`config.mk`:
```
export PLATFORM = sky130hd
export DESIGN_NAME = reset_button_conditioner
export DESIGN_NICKNAME = d
export VERILOG_FILES = /design/src/rtl/reset_button_conditioner.sv
export SDC_FILE = /design/constraint.sdc
export NUM_CORES = 1
export LEC_CHECK = 0
export CAP_MARGIN = 10
export CORE_MARGIN = 3
export CORE_UTILIZATION = 41
export CTS_CLUSTER_DIAMETER = 80
export DETAILED_ROUTE_END_ITERATION = 8
export PLACE_DENSITY_LB_ADDON = 0.1
export RECOVER_POWER = 25
export SLEW_MARGIN = 0
export SYNTH_ARGS = -nofsm -noshare
export SYNTH_HDL_FRONTEND = slang
export SYNTH_SLANG_ARGS = --single-unit
```
`constraint.sdc`:
```
create_clock -name clock -period 2.1 [get_ports clock]
set_clock_uncertainty 0.05 [all_clocks]
set_input_delay 0.42 -clock clock [delete_from_list [all_inputs] [get_ports clock]]
set_output_delay 0.42 -clock clock [all_outputs]
set_load 0.02 [all_outputs]
```
`src/rtl/reset_button_conditioner.sv`:
```
// reset_button_conditioner
//
// Turns the raw board reset push-button into a clean, glitch-free,
// minimum-width active-high reset for the downstream core. The block
// synchronises the external reset and the button, debounces the button with
// a cycle counter, and stretches the resulting reset with a small FSM.
//
// Parameters
//   DEBOUNCE_CYCLES    consecutive stable cycles needed to accept a new button level (>= 1)
//   RESET_HOLD_CYCLES  cycles reset_out stays high after release / reset deassertion (>= 1)
//   BUTTON_ACTIVE_HIGH 1: pin reads 1 when pressed; 0: pin is inverted at the input
//
// Ports
//   clock        single clock domain
//   reset        asynchronous active-high reset (e.g. PLL not locked)
//   button       raw, asynchronous, bouncing push-button pin
//   reset_out    conditioned active-high reset for the core
//   press_event  one-cycle pulse for each accepted press
//   o_dbg_state  current FSM state (0 = HOLD, 1 = RUN, 2 = PRESSED)
module reset_button_conditioner #(
    parameter int DEBOUNCE_CYCLES    = 120000,
    parameter int RESET_HOLD_CYCLES  = 16,
    parameter int BUTTON_ACTIVE_HIGH = 1
) (
    input  logic       clock,
    input  logic       reset,
    input  logic       button,
    output logic       reset_out,
    output logic       press_event,
    output logic [1:0] o_dbg_state
);

    localparam int DB_W   = $clog2(DEBOUNCE_CYCLES + 1);
    localparam int HOLD_W = $clog2(RESET_HOLD_CYCLES + 1);
    localparam logic [DB_W-1:0]   DB_LAST   = DB_W'(DEBOUNCE_CYCLES - 1);
    localparam logic [HOLD_W-1:0] HOLD_LAST = HOLD_W'(RESET_HOLD_CYCLES - 1);

    typedef enum logic [1:0] {
        HOLD    = 2'd0,
        RUN     = 2'd1,
        PRESSED = 2'd2
    } state_t;

    // ------------------------------------------------------------------
    // Reset synchroniser: asserts immediately, releases on the second
    // clock edge after reset falls. r_rst_s2 is the internal reset.
    // ------------------------------------------------------------------
    logic r_rst_s1;
    logic r_rst_s2;
    logic w_rst_i;

    always_ff @(posedge clock or posedge reset) begin
        if (reset) begin
            r_rst_s1 <= 1'b1;
            r_rst_s2 <= 1'b1;
        end else begin
            r_rst_s1 <= 1'b0;
            r_rst_s2 <= r_rst_s1;
        end
    end

    assign w_rst_i = r_rst_s2;

    // ------------------------------------------------------------------
    // Button synchroniser. Polarity is normalised before the first flop
    // so everything downstream treats 1 as "pressed".
    // ------------------------------------------------------------------
    logic w_btn_in;
    logic r_btn_s1;
    logic r_btn_s2;

    assign w_btn_in = button ^ (BUTTON_ACTIVE_HIGH == 0);

    always_ff @(posedge clock or posedge w_rst_i) begin
        if (w_rst_i) begin
            r_btn_s1 <= 1'b0;
            r_btn_s2 <= 1'b0;
        end else begin
            r_btn_s1 <= w_btn_in;
            r_btn_s2 <= r_btn_s1;
        end
    end

    // ------------------------------------------------------------------
    // Debouncer: counts consecutive cycles in which the synchronised level
    // differs from the accepted one. Any agreement restarts the count, and
    // the count is cleared on acceptance, so it never wraps.
    // ------------------------------------------------------------------
    logic            r_btn_db;
    logic [DB_W-1:0] r_db_cnt;

    always_ff @(posedge clock or posedge w_rst_i) begin
        if (w_rst_i) begin
            r_btn_db <= 1'b0;
            r_db_cnt <= '0;
        end else if (r_btn_s2 == r_btn_db) begin
            r_db_cnt <= '0;
        end else if (r_db_cnt == DB_LAST) begin
            r_btn_db <= r_btn_s2;
            r_db_cnt <= '0;
        end else begin
            r_db_cnt <= r_db_cnt + DB_W'(1);
        end
    end

    // ------------------------------------------------------------------
    // Stretch FSM. HOLD keeps the core in reset for RESET_HOLD_CYCLES after
    // every entry; a debounced press wins over hold expiry. press_event is
    // registered together with the transition into PRESSED.
    // ------------------------------------------------------------------
    state_t            r_state;
    logic [HOLD_W-1:0] r_hold_cnt;
    logic              r_press_event;

    always_ff @(posedge clock or posedge w_rst_i) begin
        if (w_rst_i) begin
            r_state       <= HOLD;
            r_hold_cnt    <= '0;
            r_press_event <= 1'b0;
        end else begin
            r_press_event <= 1'b0;
            case (r_state)
                HOLD: begin
                    r_hold_cnt <= r_hold_cnt + HOLD_W'(1);
                    if (r_btn_db) begin
                        r_state       <= PRESSED;
                        r_press_event <= 1'b1;
                    end else if (r_hold_cnt == HOLD_LAST) begin
                        r_state <= RUN;
                    end
                end
                RUN: begin
                    if (r_btn_db) begin
                        r_state       <= PRESSED;
                        r_press_event <= 1'b1;
                    end
                end
                PRESSED: begin
                    if (!r_btn_db) begin
                        r_state    <= HOLD;
                        r_hold_cnt <= '0;
                    end
                end
                default: begin
                    r_state    <= HOLD;
                    r_hold_cnt <= '0;
                end
            endcase
        end
    end

    // Decoded from registers only; r_rst_s2 makes it assert with no clock.
    assign reset_out   = (r_state != RUN) | r_rst_s2;
    assign press_event = r_press_event;
    assign o_dbg_state = r_state;

endmodule

```
==> results.py <==
metrics = {
    "clock_network": {
        "h-tree-depth": 2,
        "cts_tree": "built",
        "worstSkewPairLatency_ns": 0.33,
        "clock_sinks": 30,
        "clkSlewWorstSetupHoldPaths_ns": 0.09,
        "post_cts.repair.setup_buffers": 0,
        "cts-buffers-inserted": 5,
        "root_buffer": "clkbuf_4",
        "cts_buffer_depth": 2,
    },
    "final_layout": {
        "nets": 156,
        "n_fill_cell": 326,
        "postLayoutCoreUtil_pct": 50.5,
        "area_growth_pct": 12.3,
        "antennaDiodeCount": 0,
        "drive_above_1_share_pct": 12.7,
        "fin_cells": 194,
        "final_area_um2": 1620,
    },
    "floorplan": {
        "num_rows": 20,
        "ios": 7,
        "die_width_um": 65.3,
        "coreArea_um2": 3200,
        "die_height_um": 65.3,
        "die_area_um2": 4260,
        "floorplan.initialDensity_pct": 45.0,
    },
    "setup_path": {
        "required_ns": 1.63,
        "cp_num_cells": 3,
        "crit_chain": "inv_1 > nand3b_1 > clkdlybuf4s50_1",
        "slowest_stage": "clkdlybuf4s50_1",
        "critPathKind": "reg -> out",
        "startpoint_type": "register",
        "cp_top_family": "buffers and inverters",
        "cpPeakStageDelay_ns": 0.60,
        "worstSetupEndpointType": "output pin",
        "cp.arrival_ns": 1.55,
        "reg2reg_depth": 6,
        "crit_fanout": 2,
        "crit_buf_inv": 2,
    },
    "pwr": {
        "comb_power_share_pct": 3.4,
        "power.clock.fraction_pct": 42.4,
        "seq_power_share_pct": 54.3,
        "p_int_uw": 878,
        "switchingPower_uw": 219,
        "p_leak_uw": 0.000686,
        "ir_drop_v": 0.000338,
        "power_density_nw_per_um2": 678,
        "sw_frac_of_total_pct": 20.0,
    },
    "drt": {
        "drtIter0Drc": 67,
        "avgViaCountPerCell": 5.04,
        "num_vias": 978,
        "post_drt_wl_per_cell_um": 12.7,
        "route.detailed.drc": 0,
        "ant_nets": 0,
        "routed_wl_um": 2460,
        "drtPass1Iterations": 4,
    },
    "place": {
        "port_buffers": 6,
        "dp_hpwl_um": 1740,
        "placed_cell_area_um2": 1540,
        "gp_congestion": 0.794,
        "dp_cells": 187,
    },
    "logic_synthesis": {
        "synth_warnings": 0,
        "synthCells": 138,
        "synthesis.area_um2": 1440,
        "ys_seq_area_share_pct": 52.3,
        "synth_top_cell_by_area": "dfrtp_1",
        "syn_avg_cell_area_um2": 10.4,
        "synth-seq-cells": 30,
        "syn-num-nets": 144,
        "synth.area.top_cells": "dfrtp_1, xnor2_1, nor2_1, dfstp_2, nand4_1",
        "synth-edff-count": 0,
        "synth_top_area_share_pct": 48.7,
        "async_reset_ff_share_pct": 100,
        "yosys_most_used_dff": "dfrtp_1",
        "synth_cell_types": 33,
    },
    "timing": {
        "max_freq_mhz": 495,
        "final_hold_viol_count": 0,
        "report.final.slew_viol_count": 0,
        "tightest_slew_ns": 0.663,
        "rsz0062_at_grt": "no",
        "setup_violations": 0,
        "final.period_utilization_pct": 96.3,
        "slew_headroom_pct": 55.8,
        "setup_tns_ns": 0,
        "min_period_ns": 2.02,
    },
    "global_route": {
        "grt_start_max_net_pins": 29,
        "grt_pass1_vias": 944,
        "antenna_found_initial": 0,
        "grtUsageTotal_pct": 14.4,
        "overflow": 0,
        "grt_pass1_wl_um": 4510,
    },
    "hold_path": {
        "hold_depth": 0,
        "hold_path.class": "reg -> reg",
    },
    "status": {
        "status": "completed",
    },
    "run": {
        "maxCapViolations": 0,
    },
}
-- Yosys cell counts (2+ instances only) --
master and count:
dfrtp_1 28, nor2_1 21, xnor2_1 14, nand2_1 8, nand4_1 8, inv_1 6
nor3_1 6, nor4_1 6, nand3_1 4, ha_1 3, nor2b_1 3, o21ai_0 3
a31oi_1 2, buf_6 2, clkbuf_1 2, dfstp_2 2, mux2_2 2, nand3b_1 2
xor2_1 2
-- state kept, by name, indices dropped and copies added, names as in the netlist --
register     flops
r_rst_s1         1
r_btn_db         1
r_rst_s2         1
r_btn_s1         1
r_hold_cnt       5
o_dbg_state      2
press_event      1
r_btn_s2         1
r_db_cnt        17
-- cell usage in the layout, fill, tap and decap left out, drive strengths merged, types with 2 or more instances in the layout --
cell type / count
a31oi: 2
buf: 4
clkbuf: 7
clkdlybuf4s50: 4
dfrtp: 28
dfstp: 2
dlygate4sd3: 2
ha: 3
inv: 6
mux2: 2
nand2: 8
nand3: 5
nand3b: 2
nand4: 8
nor2: 21
nor2b: 3
nor3: 6
nor4: 7
o21ai: 3
xnor2: 14
xor2: 2
-- power groups by stage --
| stage | Clock (uW) | Combinational [uW] | Sequential (uW) |
|---|---|---|---|
| global route | 521 | 44.1 | 597 |
| detailed placement | 0 | 39.8 | 607 |
| global placement | 0 | 40.3 | 606 |
| finish | 465 | 36.8 | 595 |
| CTS | 484 | 39.9 | 595 |
| floorplan | 0 | 30.2 | 605 |
-- worst paths after layout --
kind                       slack, ns                  start                    endpoint
max                             0.08     r_rst_s2$_DFF_PP1_                   reset_out
min                             0.31     r_btn_s1$_DFF_PP0_          r_btn_s2$_DFF_PP0_
max reg2reg                     0.36  r_db_cnt[0]$_DFF_PP0_      r_db_cnt[11]$_DFF_PP0_
min reg2reg                     0.31     r_btn_s1$_DFF_PP0_          r_btn_s2$_DFF_PP0_
max in group asynchronous       1.13     r_rst_s2$_DFF_PP1_  o_dbg_state[0]$_DFFE_PP0P_
min in group asynchronous       0.40     r_rst_s2$_DFF_PP1_   r_hold_cnt[4]$_DFFE_PP0P_
-- metal layers --
metal | vias up | share of wire (%) | global-route usage [%]
li1 | 494 | - | -
met1 | 459 | 53 | 20.5
met2 | 19 | 40 | 18.7
met3 | 6 | 4.5 | 5.64
met4 | 0 | 2.3 | 6.99
met5 | - | 0 | 0
-- layout make-up --
cell class,instances,area [um^2],area share (%)
Clock buffer,6,51.3,3.17
Clock inverter,1,30.0,1.86
Inverter,6,22.5,1.39
Multi-Input combinational cell,96,609,37.7
Sequential cell,30,754,46.6
Tap cell,44,55.1,3.40
Timing Repair Buffer,11,95.1,5.88
-- what timing repair did --
| action | 4_1_cts | 5_1_grt |
|---|---|---|
| gates resized for setup | 0 | 1 |
| hold buffers | 0 | 0 |
| endpoints found under the setup margin | 0 | 1 |
-- stage by stage --
step | setup slack [ns] | total power [uW] | hold slack (ns)
6_report | 0.0786 | 1100 | 0.308
4_1_cts | 0.0454 | 1120 | 0.305
2_1_floorplan | 0.319 | 635 | 0.281
3_3_place_gp | 0.402 | 647 | 0.294
5_1_grt | 0.00521 | 1160 | 0.319
3_5_place_dp | 0.379 | 646 | 0.287
-- logic make-up (layout without fill, tap and decap cells) --
family                   after synthesis  in the layout  share of synthesized area, %
adder cells (fa/ha/maj)                3              3                          2.61
multiplexers                           3              3                          2.26
buffers and inverters                 12             24                          5.39
XOR/XNOR                              16             16                          9.73
AND/OR/NAND/NOR                       64             64                          23.2
other                                  1              1                         0.260
flip-flops                            30             30                          52.3
AO/OA/AOI/OAI                          9              9                          4.26
No activity file was read; power rests on OpenSTA's default activity.
